===== src/rtl/axi_default_pkg.sv =====
// -----------------------------------------------------------------------------
// axi_default_pkg
// Shared definitions for the terminating AXI4 slave:
//   - AXI response code constants
//   - write / read channel FSM state encodings
//   - burst length / beat counter widths and a saturating beat increment
// -----------------------------------------------------------------------------
package axi_default_pkg;

    localparam logic [1:0] RESP_OKAY   = 2'b00;
    localparam logic [1:0] RESP_EXOKAY = 2'b01;
    localparam logic [1:0] RESP_SLVERR = 2'b10;
    localparam logic [1:0] RESP_DECERR = 2'b11;

    localparam int LEN_WIDTH  = 8;
    localparam int BEAT_WIDTH = 9;

    typedef enum logic [1:0] {
        W_IDLE,
        W_DATA,
        W_RESP
    } wr_state_t;

    typedef enum logic {
        R_IDLE,
        R_DATA
    } rd_state_t;

    // Beat counter sticks at all-ones so an overlong burst can never alias
    // back onto a small LEN value.
    function automatic logic [BEAT_WIDTH-1:0] beat_inc(input logic [BEAT_WIDTH-1:0] beat);
        return (beat == '1) ? beat : beat + 1'b1;
    endfunction

endpackage


===== src/rtl/axi_slave_default_if.sv =====
// -----------------------------------------------------------------------------
// AXI_INF
// AXI4 bus bundle shared by masters, the interconnect and slaves.
//   Parameters : ID_WIDTH, ADDR_WIDTH, DATA_WIDTH (LEN is fixed at 8 bits)
//   Channels   : WR_ADDR (AW), WR_DATA (W), WR_BACK (B), RD_ADDR (AR), RD_DATA (R)
//   Modports   : M (master side), S (slave side)
// -----------------------------------------------------------------------------
interface AXI_INF #(
    parameter int ID_WIDTH   = 4,
    parameter int ADDR_WIDTH = 32,
    parameter int DATA_WIDTH = 32
);
    import axi_default_pkg::*;

    logic [ID_WIDTH-1:0]     WR_ADDR_ID;
    logic [ADDR_WIDTH-1:0]   WR_ADDR_ADDR;
    logic [LEN_WIDTH-1:0]    WR_ADDR_LEN;
    logic [1:0]              WR_ADDR_BURST;
    logic                    WR_ADDR_VALID;
    logic                    WR_ADDR_READY;

    logic [DATA_WIDTH-1:0]   WR_DATA_DATA;
    logic [DATA_WIDTH/8-1:0] WR_DATA_STRB;
    logic                    WR_DATA_LAST;
    logic                    WR_DATA_VALID;
    logic                    WR_DATA_READY;

    logic [ID_WIDTH-1:0]     WR_BACK_ID;
    logic [1:0]              WR_BACK_RESP;
    logic                    WR_BACK_VALID;
    logic                    WR_BACK_READY;

    logic [ID_WIDTH-1:0]     RD_ADDR_ID;
    logic [ADDR_WIDTH-1:0]   RD_ADDR_ADDR;
    logic [LEN_WIDTH-1:0]    RD_ADDR_LEN;
    logic [1:0]              RD_ADDR_BURST;
    logic                    RD_ADDR_VALID;
    logic                    RD_ADDR_READY;

    logic [ID_WIDTH-1:0]     RD_DATA_ID;
    logic [DATA_WIDTH-1:0]   RD_DATA_DATA;
    logic [1:0]              RD_DATA_RESP;
    logic                    RD_DATA_LAST;
    logic                    RD_DATA_VALID;
    logic                    RD_DATA_READY;

    modport M (
        output WR_ADDR_ID, WR_ADDR_ADDR, WR_ADDR_LEN, WR_ADDR_BURST, WR_ADDR_VALID,
        input  WR_ADDR_READY,
        output WR_DATA_DATA, WR_DATA_STRB, WR_DATA_LAST, WR_DATA_VALID,
        input  WR_DATA_READY,
        input  WR_BACK_ID, WR_BACK_RESP, WR_BACK_VALID,
        output WR_BACK_READY,
        output RD_ADDR_ID, RD_ADDR_ADDR, RD_ADDR_LEN, RD_ADDR_BURST, RD_ADDR_VALID,
        input  RD_ADDR_READY,
        input  RD_DATA_ID, RD_DATA_DATA, RD_DATA_RESP, RD_DATA_LAST, RD_DATA_VALID,
        output RD_DATA_READY
    );

    modport S (
        input  WR_ADDR_ID, WR_ADDR_ADDR, WR_ADDR_LEN, WR_ADDR_BURST, WR_ADDR_VALID,
        output WR_ADDR_READY,
        input  WR_DATA_DATA, WR_DATA_STRB, WR_DATA_LAST, WR_DATA_VALID,
        output WR_DATA_READY,
        output WR_BACK_ID, WR_BACK_RESP, WR_BACK_VALID,
        input  WR_BACK_READY,
        input  RD_ADDR_ID, RD_ADDR_ADDR, RD_ADDR_LEN, RD_ADDR_BURST, RD_ADDR_VALID,
        output RD_ADDR_READY,
        output RD_DATA_ID, RD_DATA_DATA, RD_DATA_RESP, RD_DATA_LAST, RD_DATA_VALID,
        input  RD_DATA_READY
    );

endinterface


===== src/rtl/axi_default_rd_gen.sv =====
// -----------------------------------------------------------------------------
// axi_default_rd_gen
// Read channel of the terminating slave: accepts one AR burst at a time and
// returns LEN+1 beats of a constant fill word with a fixed response code.
//   clk, rstn      : clock, asynchronous active-low reset
//   ar_valid/ready : AR handshake, ar_id / ar_len latched on accept
//   r_*            : R channel outputs, all registered
//   rd_txn_cnt     : bursts completed (last R handshake), wraps
// -----------------------------------------------------------------------------
module axi_default_rd_gen
    import axi_default_pkg::*;
#(
    parameter int         ID_W      = 4,
    parameter int         DATA_W    = 32,
    parameter logic [1:0] RESP_CODE = RESP_DECERR,
    parameter logic [31:0] RD_FILL  = 32'hDEAD_BEEF,
    parameter int         CNT_WIDTH = 16
) (
    input  logic                 clk,
    input  logic                 rstn,
    input  logic                 ar_valid,
    input  logic [ID_W-1:0]      ar_id,
    input  logic [LEN_WIDTH-1:0] ar_len,
    output logic                 ar_ready,
    input  logic                 r_ready,
    output logic                 r_valid,
    output logic [ID_W-1:0]      r_id,
    output logic [DATA_W-1:0]    r_data,
    output logic [1:0]           r_resp,
    output logic                 r_last,
    output logic [CNT_WIDTH-1:0] rd_txn_cnt
);

    localparam logic [DATA_W-1:0] FILL_WORD = DATA_W'(RD_FILL);

    rd_state_t            rd_state_reg, rd_state_next;
    logic [ID_W-1:0]      rd_id_reg, rd_id_next;
    logic [LEN_WIDTH-1:0] remaining_reg, remaining_next;
    logic [CNT_WIDTH-1:0] rd_cnt_reg, rd_cnt_next;

    always_comb begin
        rd_state_next  = rd_state_reg;
        rd_id_next     = rd_id_reg;
        remaining_next = remaining_reg;
        rd_cnt_next    = rd_cnt_reg;
        case (rd_state_reg)
            R_IDLE: begin
                // ar_ready is low for the first cycle after reset, so gate on it.
                if (ar_valid && ar_ready) begin
                    rd_id_next     = ar_id;
                    remaining_next = ar_len;
                    rd_state_next  = R_DATA;
                end
            end
            R_DATA: begin
                if (r_ready && r_valid) begin
                    if (remaining_reg == '0) begin
                        rd_cnt_next   = rd_cnt_reg + 1'b1;
                        rd_state_next = R_IDLE;
                    end else begin
                        remaining_next = remaining_reg - 1'b1;
                    end
                end
            end
            default: rd_state_next = R_IDLE;
        endcase
    end

    // Outputs are registered copies of what the next state implies, so no
    // input ever reaches READY/VALID combinationally.
    always_ff @(posedge clk or negedge rstn) begin
        if (!rstn) begin
            rd_state_reg  <= R_IDLE;
            rd_id_reg     <= '0;
            remaining_reg <= '0;
            rd_cnt_reg    <= '0;
            ar_ready      <= 1'b0;
            r_valid       <= 1'b0;
            r_id          <= '0;
            r_data        <= '0;
            r_resp        <= '0;
            r_last        <= 1'b0;
        end else begin
            rd_state_reg  <= rd_state_next;
            rd_id_reg     <= rd_id_next;
            remaining_reg <= remaining_next;
            rd_cnt_reg    <= rd_cnt_next;
            ar_ready      <= (rd_state_next == R_IDLE);
            r_valid       <= (rd_state_next == R_DATA);
            r_id          <= rd_id_next;
            r_data        <= (rd_state_next == R_DATA) ? FILL_WORD : '0;
            r_resp        <= (rd_state_next == R_DATA) ? RESP_CODE : 2'b00;
            r_last        <= (rd_state_next == R_DATA) && (remaining_next == '0);
        end
    end

    assign rd_txn_cnt = rd_cnt_reg;

endmodule


===== src/rtl/axi_slave_default.sv =====
// -----------------------------------------------------------------------------
// axi_slave_default
// Terminating AXI4 slave: completes every burst so masters never hang.
// Write data is drained and dropped, reads return a fill word, every
// transaction answers with RESP_CODE.
//   clk, rstn   : clock, asynchronous active-low reset
//   AXI_S       : AXI_INF slave modport
//   wr_txn_cnt  : write bursts completed (B handshake), wraps
//   rd_txn_cnt  : read bursts completed (last R handshake), wraps
//   proto_err   : sticky, WR_DATA_LAST disagreed with the AW length
// -----------------------------------------------------------------------------
module axi_slave_default
    import axi_default_pkg::*;
#(
    parameter logic [1:0]  RESP_CODE = RESP_DECERR,
    parameter logic [31:0] RD_FILL   = 32'hDEAD_BEEF,
    parameter int          CNT_WIDTH = 16
) (
    input  logic                 clk,
    input  logic                 rstn,
    AXI_INF.S                    AXI_S,
    output logic [CNT_WIDTH-1:0] wr_txn_cnt,
    output logic [CNT_WIDTH-1:0] rd_txn_cnt,
    output logic                 proto_err
);

    localparam int ID_W   = $bits(AXI_S.WR_BACK_ID);
    localparam int DATA_W = $bits(AXI_S.RD_DATA_DATA);

    wr_state_t             wr_state_reg, wr_state_next;
    logic [ID_W-1:0]       wr_id_reg, wr_id_next;
    logic [LEN_WIDTH-1:0]  wr_len_reg, wr_len_next;
    logic [BEAT_WIDTH-1:0] wr_beat_reg, wr_beat_next;
    logic                  proto_err_reg, proto_err_next;
    logic [CNT_WIDTH-1:0]  wr_cnt_reg, wr_cnt_next;
    logic                  aw_ready_reg, w_ready_reg, b_valid_reg;
    logic [1:0]            b_resp_reg;

    logic beat_is_len;
    assign beat_is_len = (wr_beat_reg == {1'b0, wr_len_reg});

    always_comb begin
        wr_state_next  = wr_state_reg;
        wr_id_next     = wr_id_reg;
        wr_len_next    = wr_len_reg;
        wr_beat_next   = wr_beat_reg;
        proto_err_next = proto_err_reg;
        wr_cnt_next    = wr_cnt_reg;
        case (wr_state_reg)
            W_IDLE: begin
                if (AXI_S.WR_ADDR_VALID && aw_ready_reg) begin
                    wr_id_next    = AXI_S.WR_ADDR_ID;
                    wr_len_next   = AXI_S.WR_ADDR_LEN;
                    wr_beat_next  = '0;
                    wr_state_next = W_DATA;
                end
            end
            W_DATA: begin
                if (AXI_S.WR_DATA_VALID && w_ready_reg) begin
                    wr_beat_next = beat_inc(wr_beat_reg);
                    // LAST decides the exit; a length mismatch in either
                    // direction only raises the flag.
                    if (AXI_S.WR_DATA_LAST) begin
                        if (!beat_is_len) begin
                            proto_err_next = 1'b1;
                        end
                        wr_state_next = W_RESP;
                    end else if (beat_is_len) begin
                        proto_err_next = 1'b1;
                    end
                end
            end
            W_RESP: begin
                if (AXI_S.WR_BACK_READY && b_valid_reg) begin
                    wr_cnt_next   = wr_cnt_reg + 1'b1;
                    wr_state_next = W_IDLE;
                end
            end
            default: wr_state_next = W_IDLE;
        endcase
    end

    always_ff @(posedge clk or negedge rstn) begin
        if (!rstn) begin
            wr_state_reg  <= W_IDLE;
            wr_id_reg     <= '0;
            wr_len_reg    <= '0;
            wr_beat_reg   <= '0;
            proto_err_reg <= 1'b0;
            wr_cnt_reg    <= '0;
            aw_ready_reg  <= 1'b0;
            w_ready_reg   <= 1'b0;
            b_valid_reg   <= 1'b0;
            b_resp_reg    <= 2'b00;
        end else begin
            wr_state_reg  <= wr_state_next;
            wr_id_reg     <= wr_id_next;
            wr_len_reg    <= wr_len_next;
            wr_beat_reg   <= wr_beat_next;
            proto_err_reg <= proto_err_next;
            wr_cnt_reg    <= wr_cnt_next;
            aw_ready_reg  <= (wr_state_next == W_IDLE);
            w_ready_reg   <= (wr_state_next == W_DATA);
            b_valid_reg   <= (wr_state_next == W_RESP);
            b_resp_reg    <= (wr_state_next == W_RESP) ? RESP_CODE : 2'b00;
        end
    end

    assign AXI_S.WR_ADDR_READY = aw_ready_reg;
    assign AXI_S.WR_DATA_READY = w_ready_reg;
    assign AXI_S.WR_BACK_VALID = b_valid_reg;
    assign AXI_S.WR_BACK_ID    = wr_id_reg;
    assign AXI_S.WR_BACK_RESP  = b_resp_reg;
    assign wr_txn_cnt          = wr_cnt_reg;
    assign proto_err           = proto_err_reg;

    axi_default_rd_gen #(
        .ID_W      (ID_W),
        .DATA_W    (DATA_W),
        .RESP_CODE (RESP_CODE),
        .RD_FILL   (RD_FILL),
        .CNT_WIDTH (CNT_WIDTH)
    ) u_rd_gen (
        .clk        (clk),
        .rstn       (rstn),
        .ar_valid   (AXI_S.RD_ADDR_VALID),
        .ar_id      (AXI_S.RD_ADDR_ID),
        .ar_len     (AXI_S.RD_ADDR_LEN),
        .ar_ready   (AXI_S.RD_ADDR_READY),
        .r_ready    (AXI_S.RD_DATA_READY),
        .r_valid    (AXI_S.RD_DATA_VALID),
        .r_id       (AXI_S.RD_DATA_ID),
        .r_data     (AXI_S.RD_DATA_DATA),
        .r_resp     (AXI_S.RD_DATA_RESP),
        .r_last     (AXI_S.RD_DATA_LAST),
        .rd_txn_cnt (rd_txn_cnt)
    );

    // Address, burst type and write payload are accepted and dropped.
    logic unused_bus;
    assign unused_bus = ^{AXI_S.WR_ADDR_ADDR, AXI_S.WR_ADDR_BURST,
                          AXI_S.WR_DATA_DATA, AXI_S.WR_DATA_STRB,
                          AXI_S.RD_ADDR_ADDR, AXI_S.RD_ADDR_BURST};

endmodule


===== src/flat_wrapper.sv =====
// flat-port wrapper written by rule: the top's interface ports become plain ports
module axi_slave_default_flat import axi_default_pkg::*;
#(
    parameter logic [1:0]  RESP_CODE = RESP_DECERR,
    parameter logic [31:0] RD_FILL   = 32'hDEAD_BEEF,
    parameter int          CNT_WIDTH = 16
)
  (clk, rstn, wr_txn_cnt, rd_txn_cnt, proto_err, AXI_S_WR_ADDR_ID, AXI_S_WR_ADDR_ADDR, AXI_S_WR_ADDR_LEN, AXI_S_WR_ADDR_BURST, AXI_S_WR_ADDR_VALID, AXI_S_WR_ADDR_READY, AXI_S_WR_DATA_DATA, AXI_S_WR_DATA_STRB, AXI_S_WR_DATA_LAST, AXI_S_WR_DATA_VALID, AXI_S_WR_DATA_READY, AXI_S_WR_BACK_ID, AXI_S_WR_BACK_RESP, AXI_S_WR_BACK_VALID, AXI_S_WR_BACK_READY, AXI_S_RD_ADDR_ID, AXI_S_RD_ADDR_ADDR, AXI_S_RD_ADDR_LEN, AXI_S_RD_ADDR_BURST, AXI_S_RD_ADDR_VALID, AXI_S_RD_ADDR_READY, AXI_S_RD_DATA_ID, AXI_S_RD_DATA_DATA, AXI_S_RD_DATA_RESP, AXI_S_RD_DATA_LAST, AXI_S_RD_DATA_VALID, AXI_S_RD_DATA_READY);
  AXI_INF #(.ID_WIDTH(4), .ADDR_WIDTH(32), .DATA_WIDTH(32)) AXI_S_i ();
  input  logic clk;
  input  logic rstn;
  output logic [CNT_WIDTH-1:0] wr_txn_cnt;
  output logic [CNT_WIDTH-1:0] rd_txn_cnt;
  output logic proto_err;
  input wire logic [$bits(AXI_S_i.WR_ADDR_ID)-1:0] AXI_S_WR_ADDR_ID;
  input wire logic [$bits(AXI_S_i.WR_ADDR_ADDR)-1:0] AXI_S_WR_ADDR_ADDR;
  input wire logic [$bits(AXI_S_i.WR_ADDR_LEN)-1:0] AXI_S_WR_ADDR_LEN;
  input wire logic [$bits(AXI_S_i.WR_ADDR_BURST)-1:0] AXI_S_WR_ADDR_BURST;
  input wire logic [$bits(AXI_S_i.WR_ADDR_VALID)-1:0] AXI_S_WR_ADDR_VALID;
  output wire logic [$bits(AXI_S_i.WR_ADDR_READY)-1:0] AXI_S_WR_ADDR_READY;
  input wire logic [$bits(AXI_S_i.WR_DATA_DATA)-1:0] AXI_S_WR_DATA_DATA;
  input wire logic [$bits(AXI_S_i.WR_DATA_STRB)-1:0] AXI_S_WR_DATA_STRB;
  input wire logic [$bits(AXI_S_i.WR_DATA_LAST)-1:0] AXI_S_WR_DATA_LAST;
  input wire logic [$bits(AXI_S_i.WR_DATA_VALID)-1:0] AXI_S_WR_DATA_VALID;
  output wire logic [$bits(AXI_S_i.WR_DATA_READY)-1:0] AXI_S_WR_DATA_READY;
  output wire logic [$bits(AXI_S_i.WR_BACK_ID)-1:0] AXI_S_WR_BACK_ID;
  output wire logic [$bits(AXI_S_i.WR_BACK_RESP)-1:0] AXI_S_WR_BACK_RESP;
  output wire logic [$bits(AXI_S_i.WR_BACK_VALID)-1:0] AXI_S_WR_BACK_VALID;
  input wire logic [$bits(AXI_S_i.WR_BACK_READY)-1:0] AXI_S_WR_BACK_READY;
  input wire logic [$bits(AXI_S_i.RD_ADDR_ID)-1:0] AXI_S_RD_ADDR_ID;
  input wire logic [$bits(AXI_S_i.RD_ADDR_ADDR)-1:0] AXI_S_RD_ADDR_ADDR;
  input wire logic [$bits(AXI_S_i.RD_ADDR_LEN)-1:0] AXI_S_RD_ADDR_LEN;
  input wire logic [$bits(AXI_S_i.RD_ADDR_BURST)-1:0] AXI_S_RD_ADDR_BURST;
  input wire logic [$bits(AXI_S_i.RD_ADDR_VALID)-1:0] AXI_S_RD_ADDR_VALID;
  output wire logic [$bits(AXI_S_i.RD_ADDR_READY)-1:0] AXI_S_RD_ADDR_READY;
  output wire logic [$bits(AXI_S_i.RD_DATA_ID)-1:0] AXI_S_RD_DATA_ID;
  output wire logic [$bits(AXI_S_i.RD_DATA_DATA)-1:0] AXI_S_RD_DATA_DATA;
  output wire logic [$bits(AXI_S_i.RD_DATA_RESP)-1:0] AXI_S_RD_DATA_RESP;
  output wire logic [$bits(AXI_S_i.RD_DATA_LAST)-1:0] AXI_S_RD_DATA_LAST;
  output wire logic [$bits(AXI_S_i.RD_DATA_VALID)-1:0] AXI_S_RD_DATA_VALID;
  input wire logic [$bits(AXI_S_i.RD_DATA_READY)-1:0] AXI_S_RD_DATA_READY;
  assign AXI_S_i.WR_ADDR_ID = AXI_S_WR_ADDR_ID;
  assign AXI_S_i.WR_ADDR_ADDR = AXI_S_WR_ADDR_ADDR;
  assign AXI_S_i.WR_ADDR_LEN = AXI_S_WR_ADDR_LEN;
  assign AXI_S_i.WR_ADDR_BURST = AXI_S_WR_ADDR_BURST;
  assign AXI_S_i.WR_ADDR_VALID = AXI_S_WR_ADDR_VALID;
  assign AXI_S_WR_ADDR_READY = AXI_S_i.WR_ADDR_READY;
  assign AXI_S_i.WR_DATA_DATA = AXI_S_WR_DATA_DATA;
  assign AXI_S_i.WR_DATA_STRB = AXI_S_WR_DATA_STRB;
  assign AXI_S_i.WR_DATA_LAST = AXI_S_WR_DATA_LAST;
  assign AXI_S_i.WR_DATA_VALID = AXI_S_WR_DATA_VALID;
  assign AXI_S_WR_DATA_READY = AXI_S_i.WR_DATA_READY;
  assign AXI_S_WR_BACK_ID = AXI_S_i.WR_BACK_ID;
  assign AXI_S_WR_BACK_RESP = AXI_S_i.WR_BACK_RESP;
  assign AXI_S_WR_BACK_VALID = AXI_S_i.WR_BACK_VALID;
  assign AXI_S_i.WR_BACK_READY = AXI_S_WR_BACK_READY;
  assign AXI_S_i.RD_ADDR_ID = AXI_S_RD_ADDR_ID;
  assign AXI_S_i.RD_ADDR_ADDR = AXI_S_RD_ADDR_ADDR;
  assign AXI_S_i.RD_ADDR_LEN = AXI_S_RD_ADDR_LEN;
  assign AXI_S_i.RD_ADDR_BURST = AXI_S_RD_ADDR_BURST;
  assign AXI_S_i.RD_ADDR_VALID = AXI_S_RD_ADDR_VALID;
  assign AXI_S_RD_ADDR_READY = AXI_S_i.RD_ADDR_READY;
  assign AXI_S_RD_DATA_ID = AXI_S_i.RD_DATA_ID;
  assign AXI_S_RD_DATA_DATA = AXI_S_i.RD_DATA_DATA;
  assign AXI_S_RD_DATA_RESP = AXI_S_i.RD_DATA_RESP;
  assign AXI_S_RD_DATA_LAST = AXI_S_i.RD_DATA_LAST;
  assign AXI_S_RD_DATA_VALID = AXI_S_i.RD_DATA_VALID;
  assign AXI_S_i.RD_DATA_READY = AXI_S_RD_DATA_READY;
  axi_slave_default #(.RESP_CODE(RESP_CODE), .RD_FILL(RD_FILL), .CNT_WIDTH(CNT_WIDTH)) u_core (.clk(clk), .rstn(rstn), .AXI_S(AXI_S_i), .wr_txn_cnt(wr_txn_cnt), .rd_txn_cnt(rd_txn_cnt), .proto_err(proto_err));
endmodule

===== config.mk =====
export PLATFORM = sky130hd
export DESIGN_NAME = axi_slave_default_flat
export DESIGN_NICKNAME = d
export VERILOG_FILES = /design/src/rtl/axi_default_pkg.sv /design/src/rtl/axi_slave_default_if.sv /design/src/rtl/axi_default_rd_gen.sv /design/src/rtl/axi_slave_default.sv /design/src/flat_wrapper.sv
export SDC_FILE = /design/constraint.sdc
export NUM_CORES = 1
export LEC_CHECK = 0
export CORE_MARGIN = 3
export CORE_UTILIZATION = 25
export DETAILED_ROUTE_END_ITERATION = 6
export SLEW_MARGIN = 30
export SYNTH_ARGS = -nofsm -noshare
export SYNTH_HDL_FRONTEND = slang
export SYNTH_HIERARCHICAL = 1
export SYNTH_SLANG_ARGS = --single-unit

===== constraint.sdc =====
create_clock -name clk -period 7.1 [get_ports clk]
set_input_delay 1.42 -clock clk [delete_from_list [all_inputs] [get_ports clk]]
set_output_delay 1.42 -clock clk [all_outputs]
set_load 0.03 [all_outputs]

# Yosys cells after proc, flatten, opt, wreduce, memory -nomap -nowiden
# Cells that the tools add are included.
[word_totals]
reg_bits = 110
word_cells = 75
[op_classes]
reduce_logical = 18
bitwise_logic = 2
n_eq_ne = 10
addsub = 4
n_mux = 23
[op_table]
columns = ["op", "n"]
rows = [
  ["adder 16 x 1 -> 16 bit (second input constant)", 2],
  ["two-way mux 32 bit", 1],
  ["two-way mux 9 bit", 3],
  ["two-way mux 8 bit", 3],
  ["case mux 9 bit (2 select lines)", 1],
  ["logical NOT 8 bit", 2],
  ["case mux 8 bit (2 select lines)", 1],
  ["two-way mux 2 bit", 6],
  ["adder 9 x 1 -> 9 bit (second input constant)", 1],
  ["== test 9 x 8 -> 1 bit", 1],
  ["== test 9 bit (second input constant)", 1],
  ["AND reduction 4 bit", 2],
  ["subtractor 8 x 1 -> 8 bit (second input constant)", 1],
  ["logical AND 1 bit", 6],
  ["two-way mux 1 bit", 6],
  ["case mux 2 bit (3 select lines)", 1],
  ["AND reduction 2 bit", 3],
  ["== test 2 x 1 -> 1 bit (second input constant)", 2],
  ["== test 2 bit (second input constant)", 2],
  ["logical NOT 2 bit", 2],
  ["inequality test 2 x 1 -> 1 bit (second input constant)", 2],
  ["inequality test 2 bit (second input constant)", 2],
  ["nonzero test 2 bit", 2],
  ["AND reduction 3 bit", 1],
  ["other kinds (2)", 3],
]

# Longest topological paths before layout
# Gate-level depths: netlist of the first run.
[logic_depth]
word_depth = 6
depth_mapped = 8
mapped_depth_nobuf = 8

# Modules after synthesis
# Netlist of the first run, hierarchy kept.
[modules_own_cells]
columns = ["mod", "instances", "area_per_inst_um2", "cells_each"]
rows = [
  ["axi_slave_default", 1, 2108.3, 202],
  ["axi_default_rd_gen", 1, 1966.9, 190],
]

# Worst setup path after synthesis of the first run
# OpenSTA, ideal clock, no wires.
[synth_path]
path_type = "input to register"
startpoint = "in AXI_S_RD_DATA_READY"
endpoint = "reg u_core.u_rd_gen.r_last"
path_slack_ns = 4.222
required_time_ns = 7.004
cell_stages = 6
t_arrival_ns = 2.782
cell_sequence = "buf_6 > nor4b_4 > a21oi_2 > nand3b_4 > or4_4 > nor4_2"
[synth_via]
elab_chain_len = 5
[synth_rtl]
columns = ["element", "line", "text"]
rows = [
  ["from (decl)", "flat_wrapper.sv:41", "input wire logic [$bits(AXI_S_i.RD_DATA_READY)-1:0] AXI_S_RD_DATA_READY;"],
  ["logical AND 1 bit", "axi_default_rd_gen.sv:56", "if (r_ready && r_valid) begin"],
  ["two-way mux 8 bit", "axi_default_rd_gen.sv:56", ""],
  ["case mux 8 bit (2 select lines)", "axi_default_rd_gen.sv:46", "case (rd_state_reg)"],
  ["named net u_core.u_rd_gen.remaining_next[6]", "axi_default_rd_gen.sv:38", "logic [LEN_WIDTH-1:0] remaining_reg, remaining_next;"],
  ["logical NOT 8 bit", "axi_default_rd_gen.sv:93", "r_last <= (rd_state_next == R_DATA) && (remaining_next == '0);"],
  ["logical AND 1 bit", "axi_default_rd_gen.sv:93", ""],
  ["to (signal assigned)", "axi_default_rd_gen.sv:93", ""],
  ["to (decl)", "axi_default_rd_gen.sv:30", "output logic r_last,"],
]
# The timed path passes the listed nets, and every way through them passes these cells.
# A chain may end at the register's enable or synchronous reset.

# Worst setup path in the final report of the first run
[layout_path]
startpoint = "in AXI_S_RD_DATA_READY"
endpoint = "reg u_core.u_rd_gen.rd_cnt_reg[15], in the netlist u_core/u_rd_gen/rd_txn_cnt[15]"
[layout_via]
elab_chain_len = 2
[layout_rtl]
columns = ["element", "line", "text"]
rows = [
  ["logical AND 1 bit", "axi_default_rd_gen.sv:56", ""],
  ["AND reduction 3 bit (no source line)", "n/a", ""],
  ["to (signal assigned)", "axi_default_rd_gen.sv:87", "rd_cnt_reg <= rd_cnt_next;"],
  ["to (decl)", "axi_default_rd_gen.sv:39", "logic [CNT_WIDTH-1:0] rd_cnt_reg, rd_cnt_next;"],
]
# Every way passes these cells.

==> run_results.csv, run 1 <==
group,metric,value,unit
final_layout,mostFrequentLayoutCell,"clkdlybuf4s50_1",
worst_setup_path,cp_data_required_time,7.36,ns
power,peakVddDrop,0.000135,V
worst_setup_path,r2r_end,"u_core/u_rd_gen/rd_txn_cnt[15]$_DFFE_PN0P_",
outcome,outcome,"completed",
routing,via_per_inst,4.43,
final_layout,final_cell_mix,"clkdlybuf4s50_1 (105), dfrtp_1 (74), nand2_1 (61), xor2_1 (27), nor2_1 (23)",
power,p_leak,2.46,nW
cts,clock_latency,0.33,ns
final_layout,areaGrowthSynthToFinish,32.2,%
sta,hold_slack,0.471,ns
worst_setup_path,reg2reg_slack,4.26,ns
min_path,holdCritPathClass,"register to register",
cts,cts_resized,0,
yosys,synth-edff-count,0,
routing,routed_wl,9.19,mm
routing,drtIter0Drc,237,
min_path,min_from,"u_core/AXI_S.WR_BACK_ID[1]$_DFFE_PN0P_",
floorplan,dieHeight,134,µm
worst_setup_path,crit_slowest_cell,"nor3b_2",
floorplan,initial_core_util,0.256,
sta,timing.final.hold_violations,0,
sta,final_max_slew_viol_count,0,
worst_setup_path,regToRegStartpoint,"u_core/u_rd_gen/r_resp[0]$_DFF_PN0_",
flow_run,maxCapViolations,0,
place,gp_congestion,0.815,
yosys,ys_async_sr_fraction,1.00,
sta,rsz0062_at_grt,"no",
routing,wl_per_cell,13.3,µm
floorplan,fp.coreArea,15900,µm²
place,port-buffer-count,106,
floorplan,io-pin-count,219,
worst_setup_path,crit_family,"simple AND/OR/NAND/NOR gates",
worst_setup_path,reg2reg_depth,6,
final_layout,drive_gt1_frac,0.107,
cts,clk_pin_slew,0.07,ns
min_path,holdPathStages,2,
min_path,holdPathEnd,"u_core/AXI_S.WR_BACK_ID[1]$_DFFE_PN0P_",
cts,ctsHoldBuffers,0,
global_route,gr-total-overflow,0,
yosys,syn_inst,392,
final_layout,finish.net_count,612,
cts,cts_buffers,9,
global_route,grt_pass1_wl,15.3,mm
sta,fin_skew,0.00707,ns
sta,finalCritPeriodShare,0.485,
yosys,syn-cell-area,4080,µm²
worst_setup_path,crit_chain,"clkdlybuf4s50_1 > nand3b_1 > nor3b_2 > nand3_1 > nor3_1 > xor2_1",
floorplan,dieWidth,134,µm
yosys,yosys_warnings,6,
global_route,antenna_found_initial,0,
worst_setup_path,worst-path-buf-inv,1,
worst_setup_path,critPathLaunchType,"input pin",
power,power_density,327,nW/µm²
cts,clk_path_buf_depth,2,
floorplan,rows,46,
worst_setup_path,critPathKind,"input pin to register",
sta,period_minus_slack,3.44,ns
worst_setup_path,path_depth,6,
yosys,ys_seq_elements,74,
yosys,ys_types,65,
routing,antenna_left,0,
global_route,track_usage,0.106,
sta,setup-violations-final,0,
routing,vias,3059,
sta,slew_headroom,0.449,
global_route,grt_max_degree,75,
worst_setup_path,max_stage_delay,0.66,ns
cts,root_buffer,"clkbuf_16",
cts,cts_setup_buffers,0,
sta,tightest_slew,0.822,ns
sta,setup_tns,0,ns
cts,cts_tree,"yes",
yosys,yosysSeqAreaShare,0.454,
floorplan,die-area,17900,µm²
worst_setup_path,arrival,3.70,ns
final_layout,n_antenna_cell,0,
yosys,avgSynthCellArea,10.4,µm²
yosys,synth_ff_type,"dfrtp_1",
global_route,grt_pass1_vias,3079,
cts,clock-sinks,74,
place,dp_hpwl,6.69,mm
worst_setup_path,crit_fanout,12,
cts,h-tree-depth,3,
routing,drt_first_pass_iters,4,
routing,drc,0,
sta,max_clock_freq,0.290,GHz
worst_setup_path,cp-end-kind,"register",
[cell families (layout without fill, tap and decap cells)]
kind of cell	Yosys count	after routing	synth area share
other cells	1	8	0.000920
xor+xnor	43	43	0.0924
compound gates	41	41	0.0774
buf+inv	60	136	0.101
simple gates	157	157	0.228
flops	74	74	0.454
mux	10	10	0.0267
fa+ha+maj	6	6	0.0184
[synthesized netlist by cell type (4+ instances only)]
library cell  instances  area [µm²]
dfrtp_1              74        1850
a211oi_1              6        45.0
nor3_1                7        35.0
nand3_1               7        35.0
ha_1                  6        75.1
a21oi_1               7        35.0
mux2_2                7        78.8
nand2_1              61         229
o21ai_0               8        40.0
nand2b_1              4        25.0
inv_1                13        48.8
buf_4                37         278
buf_2                 5        25.0
xor2_1               27         236
and3_1               14        87.6
nor2_1               23        86.3
nand4_1               7        43.8
xnor2_1              16         140
[layout make-up]
class	instances	area, µm²
clock inverters	6	72.6
multi-input cells	265	1840
well taps	216	270
inverters	13	48.8
repair buffers	107	1070
flip-flops and latches	74	1850
clock buffers	10	239
fillers	1632	10600
[metrics by stage]
stage	setup slack [ns]	cell area (µm²)	util	instances	power, mW
2_1_floorplan	4.22	4100	-	399	1.11
4_1_cts	3.63	5390	0.338	691	1.79
3_5_place_dp	3.26	5080	0.318	675	1.30
6_report	3.66	5390	0.338	691	1.76
3_3_place_gp	3.30	5070	0.318	675	1.28
5_1_grt	3.48	5390	0.338	691	1.88
[per-layer routing]
metal / part of all wire / routed length (µm) / global-route usage / vias to the layer above
li1: - / - / - / 1456
met1: 0.43 / 3970 / 0.129 / 1497
met2: 0.49 / 4510 / 0.176 / 100
met3: 0.065 / 598 / 0.0366 / 6
met4: 0.012 / 109 / 0.0366 / 0
met5: 0 / 0 / 0 / -
[tightest hold or removal path, delay by kind of cell (launching register included)]
kind	cells	cell delay [ns]
flops	1	0.34
simple gates	2	0.10
[report_power, final]
part           internal [mW]  total [mW]  leakage (nW)  switching [mW]
Sequential             0.513       0.619         0.944           0.106
Combinational          0.284       0.668          1.37           0.384
Clock                  0.285       0.474         0.150           0.189
[how the worst max path moves through the flow]
stage / startpoint / endpoint / slack, ns
2_1_floorplan: AXI_S_RD_DATA_READY / u_core/u_rd_gen/r_last$_DFF_PN0_ / 4.22
3_3_place_gp: AXI_S_RD_DATA_READY / u_core/u_rd_gen/rd_txn_cnt[15]$_DFFE_PN0P_ / 3.30
3_5_place_dp: AXI_S_RD_DATA_READY / u_core/u_rd_gen/rd_txn_cnt[15]$_DFFE_PN0P_ / 3.26
4_1_cts: AXI_S_RD_DATA_READY / u_core/u_rd_gen/rd_txn_cnt[15]$_DFFE_PN0P_ / 3.63
5_1_grt: AXI_S_RD_DATA_READY / u_core/u_rd_gen/rd_txn_cnt[15]$_DFFE_PN0P_ / 3.48
6_report: AXI_S_RD_DATA_READY / u_core/u_rd_gen/rd_txn_cnt[15]$_DFFE_PN0P_ / 3.66
Power figures use the tool's default switching activity.
==> run 2: changes to the inputs <==
clock period = 2.8 ns   (was 7.1 ns; I/O delays follow)
==> run 2 against run 1 <==
  * Clock skew about the same
  * Sequential cell count did not move
  * Design area rose by 2.2%
  * Critical endpoint is now AXI_S_RD_DATA_RESP[0]
  * Critical path type is now register to output port
  * Clock power rose to 2.9 times the previous value
==> run_results.csv, run 2 (same netlist as run 1, synthesis figures left out) <==
group,metric,value,unit
global_route,grt_max_degree,41,
floorplan,die-area,17900,µm²
sta,tightest_slew,0.517,ns
cts,cts_resized,0,
routing,drt_first_pass_iters,4,
power,p_leak,2.54,nW
final_layout,fin_util,0.345,
outcome,outcome,"completed",
sta,setup_tns,0,ns
final_layout,fin_cells,702,
routing,via_per_inst,4.32,
power,p_clk_frac,0.292,
floorplan,dieHeight,134,µm
cts,clk_pin_slew,0.06,ns
power,p_seq_frac,0.335,
final_layout,drive_gt1_frac,0.128,
final_layout,finish.net_count,623,
floorplan,rows,46,
min_path,holdCritPathClass,"input pin to async pin",
place,dp_hpwl,6.81,mm
worst_setup_path,arrival,1.91,ns
final_layout,mostFrequentLayoutCell,"clkdlybuf4s50_1",
cts,root_buffer,"clkbuf_16",
sta,timing.final.hold_violations,0,
worst_setup_path,reg2reg_slack,0.44,ns
cts,clock-sinks,74,
worst_setup_path,worst-path-buf-inv,2,
routing,drc,0,
cts,cts_tree,"yes",
power,p_int,2.92,mW
worst_setup_path,crit_family,"buffers and inverters",
routing,routed_wl,9.16,mm
global_route,gr-total-overflow,0,
place,port-buffer-count,106,
floorplan,initial_core_util,0.256,
power,power_density,843,nW/µm²
sta,fin_ws,0.335,ns
global_route,track_usage,0.107,
power,combPwrFrac,0.373,
worst_setup_path,cp_data_required_time,2.24,ns
global_route,grt_pass1_wl,15.5,mm
place,gp_congestion,0.837,
worst_setup_path,max_stage_delay,0.72,ns
place,dp_cells,686,
sta,finalCritPeriodShare,0.880,
sta,max_clock_freq,0.406,GHz
cts,ctsHoldBuffers,0,
sta,fin_skew,0.00752,ns
final_layout,n_antenna_cell,0,
routing,vias,3030,
sta,rsz0062_at_grt,"no",
cts,clock_latency,0.34,ns
worst_setup_path,crit_chain,"buf_4 > clkdlybuf4s50_1",
cts,clk_path_buf_depth,2,
cts,cts_buffers,9,
final_layout,final_cell_mix,"clkdlybuf4s50_1 (105), dfrtp_1 (74), nand2_1 (61), xor2_1 (27), nor2_1 (23)",
global_route,antenna_found_initial,0,
worst_setup_path,crit_fanout,27,
final_layout,fill_cells,1614,
power,peakVddDrop,0.000358,V
place,dpl_worst_slack,0.211,ns
worst_setup_path,crit_slowest_cell,"clkdlybuf4s50_1",
global_route,grt_pass1_vias,3126,
routing,drtIter0Drc,72,
sta,hold_slack,0.186,ns
sta,setup-violations-final,0,
routing,antenna_left,0,
sta,slew_headroom,0.655,
routing,wl_per_cell,13.0,µm
worst_setup_path,cp-end-kind,"output port",
flow_run,maxCapViolations,0,
floorplan,io-pin-count,219,
power,switchingPower,1.72,mW
power,switching_share,0.370,
worst_setup_path,critPathLaunchType,"register",
cts,h-tree-depth,3,
final_layout,areaGrowthSynthToFinish,35.1,%
floorplan,dieWidth,134,µm
cts,cts_setup_buffers,0,
sta,period_minus_slack,2.47,ns
floorplan,fp.coreArea,15900,µm²
worst_setup_path,critPathKind,"register to output port",
sta,final_max_slew_viol_count,0,
run 2: changes by cell type in the layout (fill, tap and decap cells not counted), sizes merged:
cell      change
clkinvlp      -1
clkbuf        -1
bufinv        +2
clkinv        +1
inv           -1
buf          +11
run 2: worst paths after layout:
kind | from | to | depth (start not counted)
setup / recovery | u_core/u_rd_gen/r_resp[0]$_DFF_PN0_ | AXI_S_RD_DATA_RESP[0] | 2
hold / removal | rstn | u_core/wr_beat_reg[8]$_DFFE_PN0P_ | 1
setup reg to reg | u_core/u_rd_gen/remaining_reg[0]$_DFF_PN0_ | u_core/u_rd_gen/r_last$_DFF_PN0_ | 7
hold reg to reg | u_core/u_rd_gen/rd_txn_cnt[15]$_DFFE_PN0P_ | u_core/u_rd_gen/rd_txn_cnt[15]$_DFFE_PN0P_ | 1
max in group asynchronous | rstn | u_core/u_rd_gen/rd_id_reg[3]$_DFFE_PN0P_ | 2
min in group clk | u_core/u_rd_gen/rd_txn_cnt[15]$_DFFE_PN0P_ | u_core/u_rd_gen/rd_txn_cnt[15]$_DFFE_PN0P_ | 1
run 2: power by group through the flow:
| stage | sequential (mW) | clock, mW | combinational [mW] |
|---|---|---|---|
| floorplan | 1.72 | 0 | 1.10 |
| global placement | 1.57 | 0 | 1.72 |
| detailed placement | 1.58 | 0 | 1.74 |
| CTS | 1.56 | 1.41 | 1.74 |
| global route | 1.60 | 1.47 | 1.87 |
| finish | 1.56 | 1.36 | 1.73 |
run 2: area by class of cell:
class	instances	area, µm²	share of cell area
clock buffers	9	225	0.0409
clock inverters	7	125	0.0227
inverters	13	48.8	0.00886
multi-input cells	265	1840	0.334
flip-flops and latches	74	1850	0.336
well taps	216	270	0.0491
repair buffers	118	1150	0.209
run 2: per-layer routing:
layer,up-vias,share of wire,wire length [µm],GRT usage
met3,12,0.060,551,0.0332
li1,1482,-,-,-
met4,0,0.015,135,0.0400
met5,-,0,0,0
met2,86,0.48,4360,0.176
met1,1450,0.45,4110,0.131
run 2: worst register-to-register path: cells and delay by family, from the launching register on:
kind	cells	cell delay, ns
simple gates	3	1.00
compound gates	2	0.49
fa+ha+maj	1	0.21
buf+inv	1	0.13
flops	1	0.44
run 2: stage by stage:
| stage | cell area (µm²) | power [mW] |
|---|---|---|
| final | 5510 | 4.64 |
| after CTS | 5510 | 4.71 |
| after global placement | 5160 | 3.29 |
| after global routing | 5510 | 4.94 |
| after floorplan | 4100 | 2.82 |
| after detailed placement | 5160 | 3.31 |
